### config.mk
export PLATFORM = sky130hd
export DESIGN_NAME = agu_arbiter
export DESIGN_NICKNAME = d
export VERILOG_FILES = /design/src/rtl/agu_pkg.sv /design/src/rtl/agu_sext.sv /design/src/rtl/agu_arbiter.sv
export SDC_FILE = /design/constraint.sdc
export NUM_CORES = 1
export LEC_CHECK = 0
export BUFFER_PORTS_ARGS = -buffer_cell sky130_fd_sc_hd__buf_2
export CAP_MARGIN = 5
export CORE_ASPECT_RATIO = 0.5
export CORE_MARGIN = 4
export CORE_UTILIZATION = 55
export CTS_CLUSTER_SIZE = 14
export DETAILED_ROUTE_END_ITERATION = 12
export GPL_TIMING_DRIVEN = 0
export PLACE_DENSITY = 0.88
export SYNTH_ARGS = -nofsm -noshare
export SYNTH_HDL_FRONTEND = slang
export SYNTH_HIERARCHICAL = 1
export SYNTH_SLANG_ARGS = --single-unit
### constraint.sdc
create_clock -name clk -period 12.6 [get_ports clk]
set_input_delay 0.63 -clock clk [delete_from_list [all_inputs] [get_ports clk]]
set_output_delay 0.63 -clock clk [all_outputs]
set_load 0.1 [all_outputs]
### src/rtl/agu_pkg.sv
// Shared types and widths for the address-generation unit.
package agu_pkg;

   localparam int unsigned XLEN      = 64;
   localparam int unsigned LS_DISP_W = 16;
   localparam int unsigned BR_DISP_W = 21;

   typedef enum logic {
      SRC_LS = 1'b0,
      SRC_BR = 1'b1
   } agu_src_t;

   typedef enum logic [1:0] {
      SZ_B = 2'd0,
      SZ_W = 2'd1,
      SZ_L = 2'd2,
      SZ_Q = 2'd3
   } ls_size_t;

   typedef struct packed {
      logic [XLEN-1:0] addr;
      agu_src_t        src;
      logic            misalign;
   } agu_result_t;

   // Alignment check on the low address bits for a given access size.
   function automatic logic is_misaligned(input logic [2:0] lo, input ls_size_t sz);
      logic mis;
      mis = 1'b0;
      case (sz)
         SZ_B:    mis = 1'b0;
         SZ_W:    mis = lo[0];
         SZ_L:    mis = |lo[1:0];
         SZ_Q:    mis = |lo[2:0];
         default: mis = 1'b0;
      endcase
      return mis;
   endfunction

endpackage

### src/rtl/agu_sext.sv
// Sign-extends the memory displacement and the branch displacement (extended, then scaled by 4).
module agu_sext
   import agu_pkg::*;
(
   input  logic [LS_DISP_W-1:0] ls_disp,
   input  logic [BR_DISP_W-1:0] br_disp,
   output logic [XLEN-1:0]      ls_off,
   output logic [XLEN-1:0]      br_off
);

   localparam int unsigned LS_EXT_W = XLEN - LS_DISP_W;
   localparam int unsigned BR_EXT_W = XLEN - BR_DISP_W;

   logic [XLEN-1:0] br_ext;

   assign ls_off = {{LS_EXT_W{ls_disp[LS_DISP_W-1]}}, ls_disp};
   assign br_ext = {{BR_EXT_W{br_disp[BR_DISP_W-1]}}, br_disp};
   assign br_off = XLEN'(br_ext << 2);

endmodule

### src/rtl/agu_arbiter.sv
// Round-robin arbiter between load/store and branch requesters sharing one 64-bit adder,
// with a single registered result slot.
module agu_arbiter
   import agu_pkg::*;
(
   input  logic                 clk,
   input  logic                 reset,
   input  logic                 ls_valid,
   output logic                 ls_ready,
   input  logic [XLEN-1:0]      ls_base,
   input  logic [LS_DISP_W-1:0] ls_disp,
   input  logic [1:0]           ls_size,
   input  logic                 br_valid,
   output logic                 br_ready,
   input  logic [XLEN-1:0]      br_pc,
   input  logic [BR_DISP_W-1:0] br_disp,
   input  logic                 flush,
   output logic                 out_valid,
   input  logic                 out_ready,
   output logic [XLEN-1:0]      out_addr,
   output logic                 out_src,
   output logic                 out_misalign
);

   typedef enum logic {
      ST_EMPTY = 1'b0,
      ST_FULL  = 1'b1
   } state_t;

   state_t          state_q, state_d;
   agu_result_t     res_q, res_d;
   agu_src_t        last_q, last_d;

   logic [XLEN-1:0] ls_off, br_off;
   logic [XLEN-1:0] op_a, op_b, sum;
   logic            slot_free, can_grant, ls_wins, grant_ls, grant_br;

   agu_sext u_sext (
      .ls_disp (ls_disp),
      .br_disp (br_disp),
      .ls_off  (ls_off),
      .br_off  (br_off)
   );

   always_ff @(posedge clk or posedge reset) begin
      if (reset) begin
         state_q <= ST_EMPTY;
         res_q   <= '0;
         last_q  <= SRC_BR;
      end else begin
         state_q <= state_d;
         res_q   <= res_d;
         last_q  <= last_d;
      end
   end

   // Grant selection, shared adder and next-state for the result slot.
   always_comb begin
      state_d   = state_q;
      res_d     = res_q;
      last_d    = last_q;
      slot_free = (state_q == ST_EMPTY) || out_ready;
      can_grant = slot_free && !flush;
      ls_wins   = ls_valid && (!br_valid || (last_q == SRC_BR));
      grant_ls  = can_grant && ls_wins;
      grant_br  = can_grant && br_valid && !ls_wins;
      op_a      = grant_br ? br_pc  : ls_base;
      op_b      = grant_br ? br_off : ls_off;
      sum       = op_a + op_b;

      if (flush) begin
         state_d = ST_EMPTY;
      end else if (grant_ls || grant_br) begin
         state_d        = ST_FULL;
         res_d.addr     = sum;
         res_d.src      = grant_br ? SRC_BR : SRC_LS;
         res_d.misalign = grant_ls && is_misaligned(sum[2:0], ls_size_t'(ls_size));
         last_d         = grant_br ? SRC_BR : SRC_LS;
      end else if (out_ready) begin
         state_d = ST_EMPTY;
      end
   end

   assign ls_ready     = grant_ls;
   assign br_ready     = grant_br;
   assign out_valid    = (state_q == ST_FULL);
   assign out_addr     = res_q.addr;
   assign out_src      = res_q.src;
   assign out_misalign = res_q.misalign;

endmodule

# Word level (Yosys, flattened, before mapping)
# Cells that the tools add are included.
# totals
ff_bits	68
latch_bits	0
ramBits	0
romBits	0
in_bits	173
word_cells	37
memories	0
# op_classes
n_addsub	1
multipliers	0
n_div	0
order_cmp	0
eq_ne	3
shift	0
muxes	9
n_bitwise	2
reduce_logical	17
# op_table
operator	n
$mux W64	2
$add A64 B64 Y64	1
$logic_and A1 B1 Y1	6
$mux W1	6
$eq A2 B2 Y1 const B	2
$pmux W1 S4	1
$logic_not A1 Y1	3
$logic_or A1 B1 Y1	3
$reduce_bool A3 Y1	1
$reduce_or A3 Y1	1
$eq A2 B1 Y1 const B	1
$logic_not A2 Y1	1
$not A1 Y1	2
$reduce_and A2 Y1	1
$reduce_or A2 Y1	1

# Longest topological paths before layout
# Gate-level depths: netlist (run 1).
# depth
ltp_word	12
depth_mapped	21
ltp_nobuf	19

# Cells and area by module
# The synthesis (run 1) kept the hierarchy.
# modules_own_cells
mod	instances	cells_per_inst	area_per_inst_um2	seq_area_each_um2
agu_arbiter	1	1183	7676.1	1702.9
agu_sext	1	129	964.7	0.0

# Worst setup path after synthesis (run 1)
# No wires, ideal clock.
# synth_timing
kind	register to register
from	register state_q (netlist: out_valid)
to	register res_q (netlist bit out_addr[61])
setup_ns	0.126
t_arrival_ns	5.119
slack_ns	7.355
stages_incl_launch_ff	20
path_cell_list	dfrtp_1 > nand2b_1 > nor2b_1 > and2_1 > nand2_1 > inv_2 > clkbuf_1 > nand2_1 > nand2_1 > ha_1 > nand4_1 > nor3_2 > or3b_1 > a21oi_2 > o211ai_1 > a21o_1 > a31oi_4 > nand4_1 > or3_1 > a221o_1
# synth_via
elab_chain_cells	7
word_cells_on_any_way	11
cone_classes	add/sub (1); mux (2); bitwise (1); reduce/logical (7)
# synth_rtl
element	line_no	text
start: declaration	agu_arbiter.sv:30	state_t state_q, state_d;
start signal: assignment	agu_arbiter.sv:51	state_q <= state_d;
$not A1 Y1 (*)	agu_arbiter.sv:62	slot_free = (state_q == ST_EMPTY) || out_ready;
$logic_or A1 B1 Y1 (*)	agu_arbiter.sv:62	
$logic_and A1 B1 Y1 (*)	agu_arbiter.sv:63	can_grant = slot_free && !flush;
$logic_and A1 B1 Y1 (*) (2 in series)	agu_arbiter.sv:66	grant_br = can_grant && br_valid && !ls_wins;
named net br_ready	agu_arbiter.sv:14	output logic br_ready,
$mux W64 (tied with other cells)	agu_arbiter.sv:67	op_a = grant_br ? br_pc : ls_base;
$add A64 B64 Y64 or $reduce_and A2 Y1 (tied branches)	--	
end signal: assignment	agu_arbiter.sv:52	res_q <= res_d;
end: declaration	agu_arbiter.sv:31	agu_result_t res_q, res_d;
# The timed path passes the listed nets; every way through them passes the cells marked *.
# A chain may end at the register's enable or synchronous reset.

# Worst setup path after layout (run 1)
# layout_timing
from	input out_ready
to	register res_q (netlist bit out_addr[60])
# layout_via
elab_chain_cells	6
word_cells_on_any_way	10
cone_classes	add/sub (1); mux (2); reduce/logical (7)
# layout_rtl
element	line_no	text
start: declaration	agu_arbiter.sv:19	input logic out_ready,
$logic_or A1 B1 Y1 (*)	agu_arbiter.sv:62	
$logic_and A1 B1 Y1 (*)	agu_arbiter.sv:63	
$logic_and A1 B1 Y1 (2 in series)	agu_arbiter.sv:66	
$mux W64 (tied with other cells)	agu_arbiter.sv:67	
$add A64 B64 Y64 or $reduce_and A2 Y1 (tied branches)	--	
# Mark *: on every way between the ends. The rest lies on a longest branch, timed or not.

==> results.ini, run 1 <==
[clocking]
ctsHtreeMaxLevel = 3
cts_buffers = 9
cts_root_buffer = clkbuf_16
postCtsSetupBuffers = 0
hold_buffers = 0
clk-insertion-delay-late_ns = 0.34
cts_tree = done
clkTransAtPathRegs_ns = 0.06
ctsResizeCount = 0
clock-sinks = 68
clockBufferDepth = 2

[floorplan]
boundaryPins = 242
die_width_um = 185
dieArea_sq_um = 17900
core_area_sq_um = 15400
start_util_pct = 56.1
dieHeight_um = 96.6
rows = 32

[sta]
fmax_mhz = 165
drv_slew = 0
finalSetupViolCount = 0
rsz0062_at_grt = no
min_period_ns = 6.06
maxSlewHeadroom_pct = 40.7
fin_ws_ns = 6.54
hold_viol = 0
skew_ns = 0.00703
tns_ns = 0
tightest_slew_ns = 0.890
min_period_over_period_pct = 48.1

[logic_synthesis]
synth.distinct_cells = 56
synth.ff_latch_count = 68
yosys.area.top_type = nand2_1
synthCells = 1312
yosysWarnings = 6
yosysTopAreaCellShare_pct = 21.6
ys.flop_type = dfrtp_1
ys_top_cells_by_count = nand2_1 (498), buf_4 (128), o21ai_0 (96), a21oi_1 (83), dfrtp_1 (67)
syn_area_sq_um = 8640
synthTopCellsByArea = nand2_1 (22%), dfrtp_1 (19%), buf_4 (11%)
synth_edf_count = 0
synth-async-reset-ratio_pct = 100
syn_area_per_cell_sq_um = 6.59
yosysMostFrequentCell = nand2_1
seq_area_frac_synth_pct = 19.7

[setup_path]
critical_path_class = in -> reg
ff2ff_setup_slack_ns = 6.65
critical_path_arrival_ns = 6.28
r2r_end = out_addr[60]
r2r_start = out_valid
crit_start = out_ready
crit_path_start_kind = input pin
endpoint_kind = flip-flop
crit_fanout = 10
r2r_cells = 20
required_ns = 12.82

[cells_and_area]
final_layout_size_suffix_gt1_share_pct = 23.5
diodes = 0
fill_cells = 1406
area_growth_syn_to_layout_pct = 18.9
num-nets-final = 1765

[drt]
firstDrtPassIters = 5
wl_per_cell_um = 15.1
route.detailed.drc = 0
vias_per_cell = 5.47
wl_um = 26200
vias = 9495
ant_nets = 0
drt_iter0_drc = 700

[global_routing]
grt_pass1_vias = 9088
grt_pass1_wl_um = 42000
grt_overflow_total = 0
antenna_found_initial = 0
grt_max_degree = 69
grtUsageTotal_pct = 28.1

[pwr]
switching_share_pct = 57.9
peakVddDrop_v = 0.000111
pwr-share-clk_pct = 16.5
p_per_area_nw_per_um2 = 179
netSwitchingPower_uw = 1060
comb_power_share_pct = 65.3
p_leak_uw = 0.00559
p_int_uw = 775
power_frac_seq_pct = 18.1

[placed_design]
post-place-ws_ns = 6.35
routabilityCongestion = 0.950
dpl.hpwl_um = 20600
port_buffers = 204

[min_path]
min-delay-path-class = reg -> reg
hold_start = out_addr[31]
whs_endpoint = out_addr[31]
min_path_cells = 2

[outcome]
status = completed

[flow_run]
cap_violations = 0

## power groups by stage
| stage | registers, uW | logic (uW) | clock network, uW |
|---|---|---|---|
| floorplan | 870 | 430 | 0 |
| global placement | 334 | 1170 | 0 |
| detailed placement | 336 | 1190 | 0 |
| CTS | 333 | 1190 | 306 |
| global route | 342 | 1270 | 318 |
| finish | 333 | 1200 | 304 |
## sequential cells by signal (all words and copies together), names as in the netlist
signal / flops
last_q: 1
out_addr: 64
out_misalign: 1
out_src: 1
out_valid: 1
## worst max-delay path, cell delays in order
cell and delay (ns):
buf_2 0.09, nand2b_1 0.14, nor2b_1 0.18, and2_1 0.20, nand2_1 0.12, clkbuf_1 0.65
clkbuf_1 0.66, buf_1 0.53, nand2_1 0.11, nand2_1 0.11, ha_1 0.31, a21oi_1 0.21
o211ai_1 0.13, o2111ai_1 0.17, a21boi_0 0.19, a211o_1 0.38, a211oi_1 0.31, nand2b_1 0.22
a31oi_1 0.44, o21ai_0 0.18, a221o_1 0.32
## cell usage in the layout, fill, tap and decap left out, types with 5 or more instances in the layout
cell type and n:
nand3_1 16, a21o_1 34, o211ai_1 15, o21bai_1 13, xor2_1 24, buf_1 6
and3_1 11, o21ai_0 96, nand4_1 11, a31oi_1 7, dfrtp_1 67, a21oi_1 83
buf_2 204, clkbuf_16 9, clkbuf_1 50, inv_1 25, a211oi_1 7, xnor2_1 32
nand2b_1 5, o21a_1 11, nor2_1 30, buf_4 128, nor2b_1 5, and2_1 8
o31ai_1 5, ha_1 63, nand2_1 498, nor3_1 7
## worst max-delay path by stage
stage,endpoint,slack [ns],cells past startpoint
2_1_floorplan,out_addr[61],7.36,19
3_5_place_dp,out_addr[61],6.35,21
5_1_grt,out_addr[60],6.31,21
4_1_cts,out_addr[57],6.66,21
6_report,out_addr[60],6.54,21
3_3_place_gp,out_addr[61],6.40,21
## cell families after synthesis
group                      after synthesis  synth area share, %
AOI/OAI and AO/OA                      298                 21.3
xor gates and xnor gates                56                 5.68
adders and majority gates               64                 9.35
buffers and inverters                  211                 14.7
DFF                                     68                 19.7
muxes                                    3                0.362
other                                    1               0.0434
and+or+nand+nor                        611                 28.9
## area by class of cell
class	instances	area, sq um	share of cell area (%)
clock inverter	6	111	1.08
inverter	27	104	1.01
multi-input combinational	1034	5670	55.2
sequential	68	1700	16.6
tap	204	255	2.48
buffer	184	1170	11.4
timing repair buffer	204	1020	9.94
clock buffer	10	239	2.33
## layer usage
metal	track usage [%]	up-vias	routed length [um]
li1	-	4710	-
met1	37.1	4419	11700
met2	48.3	319	12300
met3	3.83	47	1510
met4	7.27	0	570
met5	0	-	0
## stage by stage
stage	cells	area (sq um)	util, %	total power, uW	hold slack, ns
final	1737	10300	66.6	1840	0.475
after global placement	1721	9920	64.4	1510	0.456
after global routing	1737	10300	66.6	1930	0.491
after CTS	1737	10300	66.6	1830	0.477
after detailed placement	1721	9920	64.4	1530	0.466
after floorplan	1313	8640	-	1300	0.495
No activity file was read; power rests on OpenSTA's default activity.
==> inputs of run 2 (changes only) <==
CORE_UTILIZATION = 49   (was 55)
PLACE_DENSITY = 0.83   (was 0.88)
clock period = 5 ns   (was 12.6 ns; I/O delays follow)
==> results.ini, run 2 (same netlist as run 1, synthesis figures left out) <==
[drt]
route.detailed.drc = 0  ; unchanged
wl_per_cell_um = 15.3  ; +1.3%
drt_iter0_drc = 609  ; -13%
ant_nets = 0  ; unchanged
vias = 9398  ; -1.0%
wl_um = 26900  ; +2.7%
vias_per_cell = 5.34  ; -2.4%
firstDrtPassIters = 6  ; +1

[clocking]
cts_root_buffer = clkbuf_16
cts_tree = done
ctsHtreeMaxLevel = 3  ; unchanged
hold_buffers = 0  ; unchanged
clkTransAtPathRegs_ns = 0.06  ; about the same
cts_buffers = 9  ; unchanged
clk-insertion-delay-late_ns = 0.33  ; about the same
clock-sinks = 68  ; unchanged
clockBufferDepth = 2  ; unchanged

[setup_path]
r2r_end = out_addr[61]
endpoint_kind = flip-flop
ff2ff_setup_slack_ns = 0.19  ; -6.46 ns
required_ns = 5.21  ; -7.61 ns
r2r_start = out_valid
crit_path_start_kind = flip-flop
r2r_cells = 20  ; unchanged
crit_fanout = 10  ; unchanged
critical_path_class = reg -> reg
critical_path_arrival_ns = 5.02  ; -1.26 ns

[sta]
hold_viol = 0  ; unchanged
tightest_slew_ns = 0.893  ; +0.00363 ns
skew_ns = 0.00633  ; -0.000693 ns
fmax_mhz = 208
drv_slew = 0  ; unchanged
fin_ws_ns = 0.187  ; -6.35 ns
min_period_over_period_pct = 96.3
min_period_ns = 4.81
tns_ns = 0  ; unchanged
maxSlewHeadroom_pct = 40.5  ; -0.24 points
finalSetupViolCount = 0  ; unchanged

[cells_and_area]
layout_common_cells = nand2_1 (497), buf_2 (205), buf_4 (131)
instances_no_fill = 1761  ; +1.4%
layout_commonest_cell = nand2_1
largest_register_ffs = 64  ; unchanged
final_layout_size_suffix_gt1_share_pct = 25.4  ; +1.9 points
diodes = 0  ; unchanged
area_growth_syn_to_layout_pct = 20.8
num-nets-final = 1766  ; +0.057%
fill_cells = 1574  ; +12%
finish.utilization_pct = 62.1  ; -4.5 points

[placed_design]
dpl.hpwl_um = 21200  ; +2.7%
port_buffers = 204  ; unchanged
routabilityCongestion = 0.923  ; -2.9%
post-place-ws_ns = -0.995  ; -7.35 ns
dp_cells = 1744  ; +1.3%

[pwr]
peakVddDrop_v = 0.000435  ; +290%
pwr-share-clk_pct = 16.3  ; -0.2 points
switching_share_pct = 58.0  ; +0.10 points
p_int_uw = 1960  ; +150%
p_leak_uw = 0.00566  ; +1.2%
power_frac_seq_pct = 18.0  ; about the same
p_per_area_nw_per_um2 = 447  ; +150%
netSwitchingPower_uw = 2700  ; +150%
comb_power_share_pct = 65.7  ; +0.4 points

[outcome]
status = completed

[floorplan]
boundaryPins = 242  ; unchanged
rows = 33  ; +3.1%
start_util_pct = 51.4  ; -4.6 points
core_area_sq_um = 16800  ; +9.0%
dieArea_sq_um = 20000  ; +11%
die_width_um = 196  ; +5.7%
dieHeight_um = 102  ; +5.5%

[global_routing]
antenna_found_initial = 0  ; unchanged
grt_pass1_vias = 8884  ; -2.2%
grtUsageTotal_pct = 25.4  ; -2.6 points
grt_pass1_wl_um = 42100  ; +0.20%
grt_overflow_total = 0  ; unchanged
grt_max_degree = 69  ; unchanged

[min_path]
min-delay-path-class = in -> async

[flow_run]
cap_violations = 0  ; unchanged

run 2: changes by cell type in the layout (fill, tap and decap cells not counted), sizes merged:
cell    before  now
buf        338  342
clkbuf      60   56
inv         27   28
run 2: worst max-delay path by stage:
| stage | from | to |
|---|---|---|
| 5_1_grt | out_valid | out_addr[60] |
| 3_5_place_dp | out_ready | out_addr[61] |
| 4_1_cts | out_valid | out_addr[61] |
| 2_1_floorplan | out_valid | out_addr[61] |
| 6_report | out_valid | out_addr[61] |
| 3_3_place_gp | out_ready | out_addr[61] |
run 2: per-stage QoR:
step / total power, uW / hold WS, ns / cell area [sq um]
finish: 4660 / 0.113 / 10400
global route: 4900 / 0.127 / 10400
CTS: 4650 / 0.112 / 10400
detailed placement: 3860 / 0.463 / 9950
global placement: 3810 / 0.454 / 9950
floorplan: 3280 / 0.319 / 8650
run 2: routing by layer:
metal	track usage, %	vias to the layer above	share of wire (%)
met1	32.1	4317	43
met3	5.07	52	7.2
met5	0	-	0
met2	44.6	320	47
li1	-	4709	-
met4	7.94	0	2.8
run 2: power groups by stage:
stage	Combinational, uW	Sequential, uW	Clock (uW)
floorplan	1080	2190	0
global placement	2970	840	0
detailed placement	3020	848	0
CTS	3040	840	770
global route	3240	862	795
finish	3060	841	761
run 2: layout make-up:
cell class                      instances  area (sq um)  area share, %
Timing Repair Buffer                  207          1040           10.0
Buffer                                182          1200           11.5
Clock inverter                          7           124           1.19
Multi-Input combinational cell       1034          5750           55.1
Tap cell                              227           284           2.72
Clock buffer                            9           225           2.16
Inverter                               27           106           1.02
Sequential cell                        68          1700           16.3
run 2: repair_timing:
action	in CTS	in global routing
resized for setup	14	34
setup buffers	1	2
pin swaps	0	5
endpoints found under the setup margin	35	20
run 2: worst max-delay path, stage by stage (launching register included):
cell      delay, ns
dfrtp_1        0.37
nand2b_1       0.09
nor2b_4        0.19
and2_1         0.21
nand2_2        0.11
buf_6          0.19
clkbuf_8       0.20
buf_2          0.22
nand2_1        0.09
nand2_1        0.07
ha_2           0.38
nand2_1        0.11
nor3_2         0.22
or3b_1         0.40
a21oi_2        0.19
o211ai_1       0.24
a21o_1         0.26
a31oi_4        0.25
nand4_1        0.18
or3_1          0.36
a221o_1        0.33
